==> src/rtl/cpu31_pkg.sv <==
// Shared definitions for the CPU data-memory access path: size codes, FSM states,
// the latched request control word and byte-lane helper functions.
package cpu31_pkg;

    localparam int unsigned ACK_TIMEOUT_DEF = 16;
    localparam int unsigned XLEN            = 32;
    localparam int unsigned BE_W            = XLEN / 8;

    typedef enum logic [1:0] {
        SZ_BYTE = 2'b00,
        SZ_HALF = 2'b01,
        SZ_WORD = 2'b10,
        SZ_RSVD = 2'b11
    } size_e;

    typedef enum logic [1:0] {
        ST_IDLE   = 2'b00,
        ST_ACCESS = 2'b01,
        ST_DONE   = 2'b10
    } state_e;

    typedef struct packed {
        logic       we;
        size_e      size;
        logic       sign_ext;
        logic [1:0] addr_lo;
    } dmem_ctl_t;

    // Reserved size behaves as a word everywhere
    function automatic logic [BE_W-1:0] be_gen(input size_e sz, input logic [1:0] lo);
        case (sz)
            SZ_BYTE: return 4'b0001 << lo;
            SZ_HALF: return 4'b0011 << {lo[1], 1'b0};
            default: return 4'b1111;
        endcase
    endfunction

    function automatic logic [XLEN-1:0] wdata_gen(input size_e sz, input logic [XLEN-1:0] d);
        case (sz)
            SZ_BYTE: return {4{d[7:0]}};
            SZ_HALF: return {2{d[15:0]}};
            default: return d;
        endcase
    endfunction

    function automatic logic is_misaligned(input size_e sz, input logic [1:0] lo);
        case (sz)
            SZ_BYTE: return 1'b0;
            SZ_HALF: return lo[0];
            default: return lo != 2'b00;
        endcase
    endfunction

endpackage

==> src/rtl/dmem_access_if.sv <==
// Memory-side request/acknowledge bus between the access unit (master) and memory (slave).
interface dmem_access_if;
    import cpu31_pkg::*;

    logic            mem_req;
    logic            mem_we;
    logic [BE_W-1:0] mem_be;
    logic [XLEN-1:0] mem_addr;
    logic [XLEN-1:0] mem_wdata;
    logic            mem_ack;
    logic [XLEN-1:0] mem_rdata;

    modport master (
        output mem_req, mem_we, mem_be, mem_addr, mem_wdata,
        input  mem_ack, mem_rdata
    );

    modport slave (
        input  mem_req, mem_we, mem_be, mem_addr, mem_wdata,
        output mem_ack, mem_rdata
    );

endinterface

==> src/rtl/dmem_lane_ext.sv <==
// Combinational load-lane selection (little-endian) and sign/zero extension.
module dmem_lane_ext
    import cpu31_pkg::*;
(
    input  logic [XLEN-1:0] word_i,
    input  logic [1:0]      addr_lo_i,
    input  size_e           size_i,
    input  logic            sign_ext_i,
    output logic [XLEN-1:0] data_o
);

    logic [7:0]  byte_v;
    logic [15:0] half_v;

    always_comb begin
        byte_v = 8'h00;
        half_v = 16'h0000;
        data_o = word_i;
        case (addr_lo_i)
            2'd0:    byte_v = word_i[7:0];
            2'd1:    byte_v = word_i[15:8];
            2'd2:    byte_v = word_i[23:16];
            default: byte_v = word_i[31:24];
        endcase
        half_v = addr_lo_i[1] ? word_i[31:16] : word_i[15:0];
        case (size_i)
            SZ_BYTE: data_o = sign_ext_i ? {{24{byte_v[7]}}, byte_v} : {24'h000000, byte_v};
            SZ_HALF: data_o = sign_ext_i ? {{16{half_v[15]}}, half_v} : {16'h0000, half_v};
            default: data_o = word_i;
        endcase
    end

endmodule

==> src/rtl/dmem_access.sv <==
// CPU data-memory access unit: latches a load/store, drives the memory bus, waits for ack
// with timeout, and returns extended load data. Optional trap: `DMEM_MISALIGN_TRAP_EN.
module dmem_access
    import cpu31_pkg::*;
#(
    parameter int unsigned ACK_TIMEOUT = ACK_TIMEOUT_DEF
) (
    input  logic            clk,
    input  logic            rst,
    input  logic            req,
    input  logic            we,
    input  logic [1:0]      size,
    input  logic            sign_ext,
    input  logic [XLEN-1:0] addr,
    input  logic [XLEN-1:0] wdata,
    output logic            busy,
    output logic            done,
    output logic [XLEN-1:0] rdata,
    output logic            err,
    output logic            misalign,
    dmem_access_if.master   mem
);

    localparam int unsigned CNT_W = $clog2(ACK_TIMEOUT + 1);

    state_e          state_q;
    logic [CNT_W-1:0] cnt_q;
    dmem_ctl_t       ctl_q;
    dmem_ctl_t       ctl_d;
    size_e           size_d;
    logic            busy_q;
    logic            done_q;
    logic            err_q;
    logic [XLEN-1:0] rdata_q;
    logic            mem_req_q;
    logic            mem_we_q;
    logic [BE_W-1:0] mem_be_q;
    logic [XLEN-1:0] mem_addr_q;
    logic [XLEN-1:0] mem_wdata_q;
    logic [XLEN-1:0] lane_data;
    logic            timeout_hit;

    assign size_d      = size_e'(size);
    assign ctl_d       = '{we: we, size: size_d, sign_ext: sign_ext, addr_lo: addr[1:0]};
    assign timeout_hit = (cnt_q == CNT_W'(ACK_TIMEOUT - 1));

`ifdef DMEM_MISALIGN_TRAP_EN
    logic misal_q;
    logic misal_d;
    assign misal_d  = is_misaligned(size_d, addr[1:0]);
    assign misalign = misal_q;
`else
    assign misalign = 1'b0;
`endif

    dmem_lane_ext u_lane_ext (
        .word_i     (mem.mem_rdata),
        .addr_lo_i  (ctl_q.addr_lo),
        .size_i     (ctl_q.size),
        .sign_ext_i (ctl_q.sign_ext),
        .data_o     (lane_data)
    );

    // Access FSM; every output is a register updated on the transition that defines it
    always_ff @(posedge clk) begin
        if (rst) begin
            state_q     <= ST_IDLE;
            cnt_q       <= '0;
            ctl_q       <= '0;
            busy_q      <= 1'b0;
            done_q      <= 1'b0;
            err_q       <= 1'b0;
            rdata_q     <= '0;
            mem_req_q   <= 1'b0;
            mem_we_q    <= 1'b0;
            mem_be_q    <= '0;
            mem_addr_q  <= '0;
            mem_wdata_q <= '0;
`ifdef DMEM_MISALIGN_TRAP_EN
            misal_q     <= 1'b0;
`endif
        end else begin
            case (state_q)
                ST_IDLE: begin
                    if (req) begin
                        ctl_q  <= ctl_d;
                        busy_q <= 1'b1;
                        cnt_q  <= '0;
`ifdef DMEM_MISALIGN_TRAP_EN
                        if (misal_d) begin
                            state_q <= ST_DONE;
                            done_q  <= 1'b1;
                            misal_q <= 1'b1;
                            rdata_q <= '0;
                        end else
`endif
                        begin
                            state_q     <= ST_ACCESS;
                            mem_req_q   <= 1'b1;
                            mem_we_q    <= we;
                            mem_be_q    <= be_gen(size_d, addr[1:0]);
                            mem_addr_q  <= {addr[XLEN-1:2], 2'b00};
                            mem_wdata_q <= wdata_gen(size_d, wdata);
                        end
                    end
                end
                ST_ACCESS: begin
                    // Ack beats a timeout landing on the same cycle
                    if (mem.mem_ack) begin
                        state_q   <= ST_DONE;
                        done_q    <= 1'b1;
                        err_q     <= 1'b0;
                        rdata_q   <= ctl_q.we ? '0 : lane_data;
                        mem_req_q <= 1'b0;
                        mem_we_q  <= 1'b0;
                    end else if (timeout_hit) begin
                        state_q   <= ST_DONE;
                        done_q    <= 1'b1;
                        err_q     <= 1'b1;
                        rdata_q   <= '0;
                        mem_req_q <= 1'b0;
                        mem_we_q  <= 1'b0;
                    end else begin
                        cnt_q <= cnt_q + CNT_W'(1);
                    end
                end
                ST_DONE: begin
                    state_q <= ST_IDLE;
                    busy_q  <= 1'b0;
                    done_q  <= 1'b0;
                    err_q   <= 1'b0;
                    cnt_q   <= '0;
`ifdef DMEM_MISALIGN_TRAP_EN
                    misal_q <= 1'b0;
`endif
                end
                default: state_q <= ST_IDLE;
            endcase
        end
    end

    assign busy          = busy_q;
    assign done          = done_q;
    assign err           = err_q;
    assign rdata         = rdata_q;
    assign mem.mem_req   = mem_req_q;
    assign mem.mem_we    = mem_we_q;
    assign mem.mem_be    = mem_be_q;
    assign mem.mem_addr  = mem_addr_q;
    assign mem.mem_wdata = mem_wdata_q;

endmodule

==> src/flat_wrapper.sv <==
// flat-port wrapper written by rule: the top's interface ports become plain ports
module dmem_access_flat import cpu31_pkg::*;
#(
    parameter int unsigned ACK_TIMEOUT = ACK_TIMEOUT_DEF
)
  (clk, rst, req, we, size, sign_ext, addr, wdata, busy, done, rdata, err, misalign, mem_mem_req, mem_mem_we, mem_mem_be, mem_mem_addr, mem_mem_wdata, mem_mem_ack, mem_mem_rdata);
  dmem_access_if mem_i ();
  input  logic clk;
  input  logic rst;
  input  logic req;
  input  logic we;
  input  logic [1:0] size;
  input  logic sign_ext;
  input  logic [XLEN-1:0] addr;
  input  logic [XLEN-1:0] wdata;
  output logic busy;
  output logic done;
  output logic [XLEN-1:0] rdata;
  output logic err;
  output logic misalign;
  output wire logic [$bits(mem_i.mem_req)-1:0] mem_mem_req;
  output wire logic [$bits(mem_i.mem_we)-1:0] mem_mem_we;
  output wire logic [$bits(mem_i.mem_be)-1:0] mem_mem_be;
  output wire logic [$bits(mem_i.mem_addr)-1:0] mem_mem_addr;
  output wire logic [$bits(mem_i.mem_wdata)-1:0] mem_mem_wdata;
  input wire logic [$bits(mem_i.mem_ack)-1:0] mem_mem_ack;
  input wire logic [$bits(mem_i.mem_rdata)-1:0] mem_mem_rdata;
  assign mem_mem_req = mem_i.mem_req;
  assign mem_mem_we = mem_i.mem_we;
  assign mem_mem_be = mem_i.mem_be;
  assign mem_mem_addr = mem_i.mem_addr;
  assign mem_mem_wdata = mem_i.mem_wdata;
  assign mem_i.mem_ack = mem_mem_ack;
  assign mem_i.mem_rdata = mem_mem_rdata;
  dmem_access #(.ACK_TIMEOUT(ACK_TIMEOUT)) u_core (.clk(clk), .rst(rst), .req(req), .we(we), .size(size), .sign_ext(sign_ext), .addr(addr), .wdata(wdata), .busy(busy), .done(done), .rdata(rdata), .err(err), .misalign(misalign), .mem(mem_i));
endmodule
==> config.mk <==
export PLATFORM = sky130hd
export DESIGN_NAME = dmem_access_flat
export DESIGN_NICKNAME = d
export VERILOG_FILES = /design/src/rtl/cpu31_pkg.sv /design/src/rtl/dmem_access_if.sv /design/src/rtl/dmem_lane_ext.sv /design/src/rtl/dmem_access.sv /design/src/flat_wrapper.sv
export SDC_FILE = /design/constraint.sdc
export NUM_CORES = 1
export LEC_CHECK = 0
export CAP_MARGIN = 10
export CORE_UTILIZATION = 44
export CTS_CLUSTER_SIZE = 24
export DETAILED_ROUTE_END_ITERATION = 8
export PLACE_DENSITY_LB_ADDON = 0.3
export SYNTH_ARGS = -nofsm -noshare
export SYNTH_HDL_FRONTEND = slang
export SYNTH_HIERARCHICAL = 1
export SYNTH_SLANG_ARGS = --single-unit
==> constraint.sdc <==
create_clock -name clk -period 2.6 [get_ports clk]
set_input_delay 0.52 -clock clk [delete_from_list [all_inputs] [get_ports clk]]
set_output_delay 0.52 -clock clk [all_outputs]
set_load 0.05 [all_outputs]
==> summary.md <==
| Metric | Value |
|---|---|
| # port buffers | 206 |
| Status | finished clean |
| Detailed Route Iter0 Violations | 349 |
| Initial antenna violation count | 0 |
| Most common cell after layout, fill and taps aside | clkdlybuf4s50_1 |
| Top cell type's share of synthesized area | 0.427 |
| TritonCTS buffer count | 17 |
| Final hold slack | 0.454 ns |
| DRT Pass-1 Iters | 6 |
| Die H | 113 µm |
| Initial Utilization | 0.453 |
| Clk Latency, worst-skew pair | 0.41 ns |
| Hold Crit Start | u_core/mem.mem_addr[6] |
| Die width | 113 µm |
| Final setup fails | 0 |
| Final Net Count | 951 |
| RR Startpoint | u_core/cnt_q[0] |
| Placer Congestion | 0.862 |
| Via count | 5569 |
| Slowest stage cell, crit path | clkdlybuf4s50_1 |
| FF/Latch Area | 2320 µm² |
| H-tree depth | 4 |
| Final Critical Period | 2.11 ns |
| Drt drc | 0 |
| Main area contributors after synthesis | dfxtp_1 43%, nand2_1 11%, a21oi_1 8.7% |
| Final core utilization | 0.675 |
| Critical path type | reg2out |
| Hold buffer count at CTS | 0 |
| Cell count after synthesis | 668 |
| Critical Path Start Type | flip-flop |
| Worst Path Max Fanout | 2 |
| Max Cap Viol | 0 |
| Leakage | 2.91 nW |
| Register bit total from synthesis | 116 |
| Critical Path Max Stage Delay | 0.83 ns |
| Buffers & Inverters on Critical Path | 1 |
| Via density | 5.55 |
| Arr. time, crit path | 1.59 ns |
| Endpoint class of the critical path | output port |
| Reg clk slew, reported paths | 0.05 ns |
| Multi-input logic area | 2770 µm² |
| Max Clock Skew | 0.00489 ns |
| Most frequent cells in the layout | 205 x clkdlybuf4s50_1, 163 x nand2_1, 116 x dfxtp_1, 95 x a21oi_1, 49 x o21ai_0 |
| CTS resizes | 0 |
| Post-Syn Area | 5440 µm² |
| IO Pins | 210 |
| Vias in the first global route | 5419 |
| Primary FF master, synth | dfxtp_1 |
| Sequential area share after synthesis | 0.427 |
| Crit-path cells | clkdlybuf4s50_1 |
| Ratio of cells with drive above 1 in the final layout | 0.0911 |
| Antenna cells | 0 |
| Period utilisation layout | 0.813 |
| Fmax | 473 MHz |
| Ys Warns | 6 |
| Syn Area/Cell | 8.14 µm² |
| GRT Residual Overflow | 0 |
| Top Family by Delay on Critical Path | buffers and inverters |
| RSZ-0062 raised after global routing | no |
| Power per cell area | 667 nW/µm² |
| Largest net degree at the start of global routing | 93 |
| DPL Wire Length | 11300 µm |
| Setup TNS | 0 ns |
| CTS tree | built |
| First-pass GRT wire length | 26000 µm |
| Critical Path Source | u_core/mem.mem_addr[29] |
| DR WL/cell | 16.5 µm |
| Post-CTS setup buffers | 0 |
| Pins Over Slew Limit | 0 |
| VDD IR max | 580 µV |
| P&R area growth vs syn | 49.1% |
| Worst slew margin | 0.551 |
| Clock Tree Buf Depth | 2 |
| Die area | 12800 µm² |
| CP required | 2.08 ns |
| HP Class | reg2reg |
| ANT nets after route | 0 |
| Synth cell types | 47 |
| EDFF count, synth | 0 |
| Final Hold Viols | 0 |
| Clock tree sinks | 116 |
| Fillers | 965 |
| Share of synthesized flip-flops with an asynchronous set or reset | 0 |
| Least-Margin Pin Slew | 0.674 ns |
| CTS root buf | clkbuf_16 |
| Tot GR Track Use | 0.258 |
| WL final | 16500 µm |
| Core area | 12000 µm² |
| Cell taking the most area after synthesis | dfxtp_1 |
| FP Rows | 40 |
==> metal layers <==
layer  routed length [µm]  track usage  vias to the layer above
met5                    0            0                        -
met4                  434        0.123                        0
met3                 1600       0.0953                       38
met2                 7990        0.440                      260
met1                 6490        0.284                     2591
li1                     -            -                     2680
==> path summary, 6_finish.rpt <==
path | cells past startpoint | slack [ns] | endpoint
hold reg to reg | 2 | 0.45 | u_core/mem.mem_addr[6]
hold / removal | 2 | 0.45 | u_core/mem.mem_addr[6]
setup / recovery | 1 | 0.49 | mem_mem_addr[29]
setup reg to reg | 6 | 0.58 | u_core/cnt_q[4]
==> cell usage after synthesis (all sizes together), types with 2 or more instances <==
library cell	count
nand2	163
dfxtp	116
a21oi	96
o21ai	49
buf	38
clkbuf	28
o211ai	26
mux2i	23
nor2	20
nand2b	11
a211oi	10
mux2	10
nor2b	10
a22oi	9
a311oi	9
o221ai	8
o22a	7
inv	6
nand3	3
a31oi	2
ha	2
nor3b	2
==> report_power, final <==
part / total [mW] / internal, mW / switching, mW / leakage, nW
registers: 1.95 / 1.88 / 0.0630 / 0.950
clock network: 2.26 / 1.50 / 0.757 / 0.291
logic: 1.20 / 0.473 / 0.728 / 1.67
total: 5.41 / 3.86 / 1.55 / 2.91
==> per-stage QoR <==
stage	area, µm²	power (mW)	worst slack, ns	std cells
6_report	8110	5.41	0.485	1003
5_1_grt	8110	5.60	0.440	1003
4_1_cts	8110	5.44	0.464	1003
3_5_place_dp	7520	3.17	0.249	973
3_3_place_gp	7520	3.15	0.375	973
2_1_floorplan	5440	2.72	0.709	670
==> cell type report <==
cell class / instances / share of cell area
multi-input cells: 481 / 0.342
flip-flops and latches: 116 / 0.286
repair buffers: 222 / 0.273
clock buffers: 27 / 0.0670
well taps: 147 / 0.0227
clock inverters: 3 / 0.00494
inverters: 7 / 0.00324
==> registers in the layout, indices dropped and copies added (netlist names), 2 cells and up <==
register              count
u_core/mem.mem_addr      30
u_core/state_q            2
u_core/mem.mem_wdata     32
u_core/rdata             32
u_core/cnt_q              5
u_core/mem.mem_be         4
u_core/ctl_q              6
==> cell families after synthesis <==
logic type	Yosys count	share of synthesized area
AOI/OAI and AO/OA	225	0.265
adders and majority gates	2	0.00460
buffers and inverters	73	0.0679
DFF	116	0.427
muxes	33	0.0631
other	1	0.000690
and+or+nand+nor	218	0.172
Power figures use the tool's default switching activity.
